**config.mk**
```make
export PLATFORM = sky130hd
export DESIGN_NAME = spi_burst_ctrl
export DESIGN_NICKNAME = d
export VERILOG_FILES = /design/src/rtl/spi_burst_ctrl.sv
export SDC_FILE = /design/constraint.sdc
export NUM_CORES = 1
export LEC_CHECK = 0
export ABC_AREA = 1
export CORE_MARGIN = 3
export CORE_UTILIZATION = 35
export CTS_BUF_LIST = sky130_fd_sc_hd__clkbuf_2 sky130_fd_sc_hd__clkbuf_4 sky130_fd_sc_hd__clkbuf_8
export DETAILED_ROUTE_END_ITERATION = 7
export GPL_TIMING_DRIVEN = 0
export SLEW_MARGIN = 20
export SYNTH_ARGS = -nofsm -noshare
export SYNTH_HDL_FRONTEND = slang
export SYNTH_SLANG_ARGS = --single-unit
```
**constraint.sdc**
```tcl
create_clock -name i_clk -period 2.4 [get_ports i_clk]
set_clock_uncertainty 0.15 [all_clocks]
set_input_delay 0.72 -clock i_clk [delete_from_list [all_inputs] [get_ports i_clk]]
set_output_delay 0.72 -clock i_clk [all_outputs]
set_load 0.01 [all_outputs]
```
**src/rtl/spi_burst_ctrl.sv**
```systemverilog
// Buffered front end for spi_master: queues slave-tagged TX bytes, issues them one
// at a time over the tx valid/ready handshake and captures each MISO byte into an RX FIFO.
module spi_burst_ctrl #(
  parameter int FIFO_DEPTH      = 8,
  parameter int RX_TIMEOUT_CLKS = 256
) (
  input  logic                        i_clk,
  input  logic                        i_rst,
  input  logic                        i_tx_push,
  input  logic [2:0]                  i_tx_slave,
  input  logic [7:0]                  i_tx_byte,
  output logic                        o_tx_full,
  output logic [$clog2(FIFO_DEPTH):0] o_tx_level,
  input  logic                        i_rx_pop,
  output logic                        o_rx_empty,
  output logic [2:0]                  o_rx_slave,
  output logic [7:0]                  o_rx_byte,
  output logic                        o_busy,
  output logic                        o_tx_overflow,
  output logic                        o_rx_underflow,
  output logic                        o_timeout_err,
  input  logic                        i_clear_err,
  output logic                        o_m_tx_data_valid,
  output logic [2:0]                  o_m_slave_select,
  output logic [7:0]                  o_m_tx_data_byte,
  input  logic                        i_m_tx_ready,
  input  logic                        i_m_rx_data_valid,
  input  logic [7:0]                  i_m_rx_data_byte
);
  localparam int AW = $clog2(FIFO_DEPTH);
  localparam int CW = $clog2(RX_TIMEOUT_CLKS);

  typedef enum logic [1:0] {IDLE, ISSUE, WAIT_RX} state_t;

  state_t        state_q;
  logic [CW-1:0] tmo_cnt_q;
  logic          m_valid_q;
  logic [2:0]    m_slave_q;
  logic [7:0]    m_byte_q;

  // Pointers carry one extra bit so full and empty are distinguishable.
  logic [AW:0] tx_wptr_q, tx_wptr_d, tx_rptr_q, tx_rptr_d;
  logic [AW:0] rx_wptr_q, rx_wptr_d, rx_rptr_q, rx_rptr_d;
  logic [AW:0] tx_cnt, rx_cnt;
  logic [10:0] tx_mem_q [FIFO_DEPTH];
  logic [10:0] rx_mem_q [FIFO_DEPTH];
  logic [10:0] tx_head, rx_head;

  logic tx_empty, tx_full, rx_empty, rx_full;
  logic tx_wr, tx_rd, rx_wr, rx_rd, tmo_ev;
  logic ovf_q, ovf_d, udf_q, udf_d, tmo_q, tmo_d;

  assign tx_cnt   = tx_wptr_q - tx_rptr_q;
  assign rx_cnt   = rx_wptr_q - rx_rptr_q;
  assign tx_empty = (tx_cnt == '0);
  assign rx_empty = (rx_cnt == '0);
  assign tx_full  = (tx_cnt == (AW+1)'(FIFO_DEPTH));
  assign rx_full  = (rx_cnt == (AW+1)'(FIFO_DEPTH));
  assign tx_head  = tx_mem_q[tx_rptr_q[AW-1:0]];
  assign rx_head  = rx_mem_q[rx_rptr_q[AW-1:0]];

  // RX space is reserved before issuing, so the single outstanding byte always fits.
  assign tx_wr  = i_tx_push & ~tx_full;
  assign tx_rd  = (state_q == IDLE) & ~tx_empty & ~rx_full & i_m_tx_ready;
  assign rx_wr  = (state_q == WAIT_RX) & i_m_rx_data_valid;
  assign rx_rd  = i_rx_pop & ~rx_empty;
  assign tmo_ev = (state_q == WAIT_RX) & ~i_m_rx_data_valid &
                  (tmo_cnt_q == CW'(RX_TIMEOUT_CLKS - 1));

  always_comb begin
    tx_wptr_d = tx_wptr_q + (AW+1)'(tx_wr);
    tx_rptr_d = tx_rptr_q + (AW+1)'(tx_rd);
    rx_wptr_d = rx_wptr_q + (AW+1)'(rx_wr);
    rx_rptr_d = rx_rptr_q + (AW+1)'(rx_rd);
    ovf_d     = (ovf_q & ~i_clear_err) | (i_tx_push & tx_full);
    udf_d     = (udf_q & ~i_clear_err) | (i_rx_pop & rx_empty);
    tmo_d     = (tmo_q & ~i_clear_err) | tmo_ev;
  end

  always_ff @(posedge i_clk) begin
    if (i_rst) begin
      tx_wptr_q <= '0;
      tx_rptr_q <= '0;
      rx_wptr_q <= '0;
      rx_rptr_q <= '0;
      ovf_q     <= 1'b0;
      udf_q     <= 1'b0;
      tmo_q     <= 1'b0;
    end else begin
      tx_wptr_q <= tx_wptr_d;
      tx_rptr_q <= tx_rptr_d;
      rx_wptr_q <= rx_wptr_d;
      rx_rptr_q <= rx_rptr_d;
      ovf_q     <= ovf_d;
      udf_q     <= udf_d;
      tmo_q     <= tmo_d;
    end
  end

  // Storage needs no reset: the pointers define what is valid.
  always_ff @(posedge i_clk) begin
    if (tx_wr) tx_mem_q[tx_wptr_q[AW-1:0]] <= {i_tx_slave, i_tx_byte};
    if (rx_wr) rx_mem_q[rx_wptr_q[AW-1:0]] <= {m_slave_q, i_m_rx_data_byte};
  end

  always_ff @(posedge i_clk) begin
    if (i_rst) begin
      state_q   <= IDLE;
      tmo_cnt_q <= '0;
      m_valid_q <= 1'b0;
      m_slave_q <= 3'd0;
      m_byte_q  <= 8'd0;
    end else begin
      case (state_q)
        IDLE: begin
          if (tx_rd) begin
            m_valid_q <= 1'b1;
            m_slave_q <= tx_head[10:8];
            m_byte_q  <= tx_head[7:0];
            state_q   <= ISSUE;
          end
        end
        ISSUE: begin
          m_valid_q <= 1'b0;
          tmo_cnt_q <= '0;
          state_q   <= WAIT_RX;
        end
        WAIT_RX: begin
          if (i_m_rx_data_valid || tmo_ev) state_q <= IDLE;
          else tmo_cnt_q <= tmo_cnt_q + CW'(1);
        end
        default: state_q <= IDLE;
      endcase
    end
  end

  assign o_tx_full         = tx_full;
  assign o_tx_level        = tx_cnt;
  assign o_rx_empty        = rx_empty;
  assign o_rx_slave        = rx_head[10:8];
  assign o_rx_byte         = rx_head[7:0];
  assign o_busy            = (state_q != IDLE) | ~tx_empty;
  assign o_tx_overflow     = ovf_q;
  assign o_rx_underflow    = udf_q;
  assign o_timeout_err     = tmo_q;
  assign o_m_tx_data_valid = m_valid_q;
  assign o_m_slave_select  = m_slave_q;
  assign o_m_tx_data_byte  = m_byte_q;
endmodule

```
==> results_dict.tcl <==
set metrics [dict create \
    r2r-start "tx_wptr_q[0]" \
    chipWidth_microns 166 \
    grtUsageMet3 0.0362 \
    vdd_ir_drop_max_mv 0.464 \
    crit_required_ns 1.53 \
    min_to "o_tx_overflow" \
    layout.nets 1044 \
    start_util 0.362 \
    fin_crit_sh 1.27 \
    rows 57 \
    finish.utilization 0.502 \
    nFillCells 2144 \
    wire_per_inst_microns 17.3 \
    layout_commonest_cell "nand2_1" \
    drt_iter0_markers 556 \
    violations "setup timing" \
    hp-class "reg -> reg" \
    postRouteAntennaNets 0 \
    fin_area_sq_um 12400 \
    cp_top_family "adder cells" \
    drt_wl_total_microns 23500 \
    crit_path_cell_trace "inv_2, ha_4, inv_2, fa_2, or2_4, nor2_4, nand4_1, buf_2" \
    maxSlewHeadroom 0.540 \
    syn_area_per_cell_sq_um 10.7 \
    yosysTopAreaCell "edfxtp_1" \
    gp_congestion 0.814 \
    grt_pass1_vias 6592 \
    io_pins 59 \
    cts_tree "built" \
    hold_depth 2 \
    max_stage_delay_ns 0.44 \
    port_buffers 58 \
    diodes 0 \
    clock_path_buffers 3 \
    drt_pass1_iterations 5 \
    busiest_layer "met2" \
    netlist_instances 841 \
    cts_sinks 217 \
    grt_pass1_wl_microns 36100 \
    r2r-end "tx_rptr_q[2]" \
    p_leak_nw 4.65 \
    setup_violations 69 \
    cts_buffers 38 \
    cts_max_level 2 \
    worst_pin_slew_ns 0.690 \
    hold_viol 0 \
    netlist.area_leader.share 0.589 \
    drv_cap 0 \
    worst_setup_path_start_kind "register" \
    syn_area_sq_um 8970 \
    grt_overflow 0 \
    clkTransAtPathRegs_ns 0.06 \
    min-delay-start "o_tx_overflow" \
    synth_edf_count 176 \
    vias 6544 \
    r2r_cells 15 \
    area_growth_pct 38.4 \
    dp_hpwl_microns 13800 \
    outcome "finished with violations" \
    drv_slew 0 \
    ys_seq_area_frac 0.681 \
    die_h_microns 166 \
    slowest_stage "fa_2" \
    vias_per_cell 4.83 \
    worstSkewPairLatency_ns 0.52 \
    synth-seq-cells 217 \
    placed_area_sq_um 10100 \
    grtUsageTotal 0.165 \
    cp_common_cell "inv_2" \
    grt_max_degree 12 \
    rrSetupSlack_ns -0.21 \
    cp-end-kind "primary output" \
    critPathBufInv 3 \
    synthArstFlopShare 0 \
    crit_fanout 3 \
    layout_common_cells "185 x nand2_1, 176 x edfxtp_1, 73 x nand3_1, 70 x nor2_1, 46 x inv_1" \
    dieArea_sq_um 27600 \
    layout-drive-gt1-share 0.309 \
    synth_warnings 0 \
    grt_use_met2 0.290 \
    placedCellCount 1225 \
    cts_root_buf "clkbuf_8" \
    synth-main-ff-cell "edfxtp_1" \
    cts_hold_buf 0 \
    drc_errors 0 \
    critPathArrivalTime_ns 2.18 \
    grt_antenna_before_repair 0 \
    yosys-top-cells-area "edfxtp_1 59%, dfxtp_1 9.2%, nand2_1 8.8%" \
    gr-usage-met1 0.205 \
    fmax_mhz 328 \
    pre_cts_ws_ns -1.02 \
    critical_path_class "reg -> out" \
    worst_slack_ns -0.650 \
    final_cells 1355 \
    synthesis.nets 883 \
    powerDensity_nw_per_um2 1040 \
    post-route-min-period_ns 3.05 \
    rsz0062_at_grt "yes" \
    hold_slack_ns 0.315 \
    fp.coreArea_sq_um 24700 \
    ys_types 28 \
]
## Yosys cell counts, drive strengths merged (5+ instances only)
master,count
nand2,211
edfxtp,176
nor2,116
nand3,81
inv,61
o21ai,49
dfxtp,41
o22ai,22
clkbuf,19
buf,16
ha,15
a21oi,14
xnor2,5
xor2,5
## what timing repair did
action	4_1_cts	5_1_grt
buffers inserted	63	12
gates resized for setup	249	105
endpoints found under the setup margin	173	188
cloned	3	1
pin swaps	58	46
endpoints found under the hold margin	0	0
## registers in the layout, indices dropped and copies added (netlist names), 2 cells and up
register,cells
o_m_tx_data_byte,8
rx_rptr_q,4
rx_mem_q,88
tmo_cnt_q,8
o_m_slave_select,3
tx_rptr_q,4
state_q,2
tx_wptr_q,4
rx_wptr_q,4
tx_mem_q,88
## power by group
group / internal [W] / switching [W]
combinational: 0.00226 / 0.00254
sequential: 0.00445 / 0.000185
clock: 0.00197 / 0.00149
total: 0.00868 / 0.00422
## cells by family (layout without fill, tap and decap cells)
logic type,Yosys count,count (layout),share of synthesized area
and+or+nand+nor,417,417,0.192
buffers and inverters,96,286,0.0437
adders and majority gates,16,16,0.0232
xor gates and xnor gates,10,10,0.00977
AOI/OAI and AO/OA,85,85,0.0509
DFF,217,217,0.681
## metrics by stage
step	TNS, ns	total power [W]
after floorplan	-0.520	0.00653
after global placement	-137.37	0.00780
after detailed placement	-104.36	0.00785
after CTS	-12.57	0.0126
after global routing	-15.93	0.0136
final	-7.56	0.0129
## layout make-up
cell class | instances | area (sq um) | area share
inverter | 61 | 264 | 0.0213
buffer | 32 | 349 | 0.0281
clock inverter | 15 | 128 | 0.0103
sequential | 217 | 6140 | 0.494
tap | 324 | 405 | 0.0327
multi-input combinational | 528 | 3150 | 0.254
timing repair buffer | 124 | 1330 | 0.107
clock buffer | 54 | 649 | 0.0523
## worst min-delay path, stage by stage, from the launching register on
cell     delay, ns
dfxtp_1       0.30
nand2_1       0.06
a21oi_1       0.05
## routing by layer
metal,part of all wire,vias to the layer above
met5,0,-
met3,0.053,37
met1,0.42,3124
met2,0.51,185
met4,0.018,0
li1,-,3198
## worst max path at each step
stage                       from        endpoint  slack [ns]  cells after the start
2_1_floorplan       tx_wptr_q[0]       o_tx_full       -0.04                      8
3_3_place_gp   i_m_rx_data_valid  rx_mem_q[4][3]       -1.35                      5
3_5_place_dp        rx_rptr_q[1]      o_rx_empty       -1.02                      9
4_1_cts             tx_wptr_q[0]       o_tx_full       -0.68                      9
5_1_grt             tx_wptr_q[0]          o_busy       -0.75                      8
6_report            tx_wptr_q[0]          o_busy       -0.65                      8
Note: power is estimated with default switching activity, not from simulation.
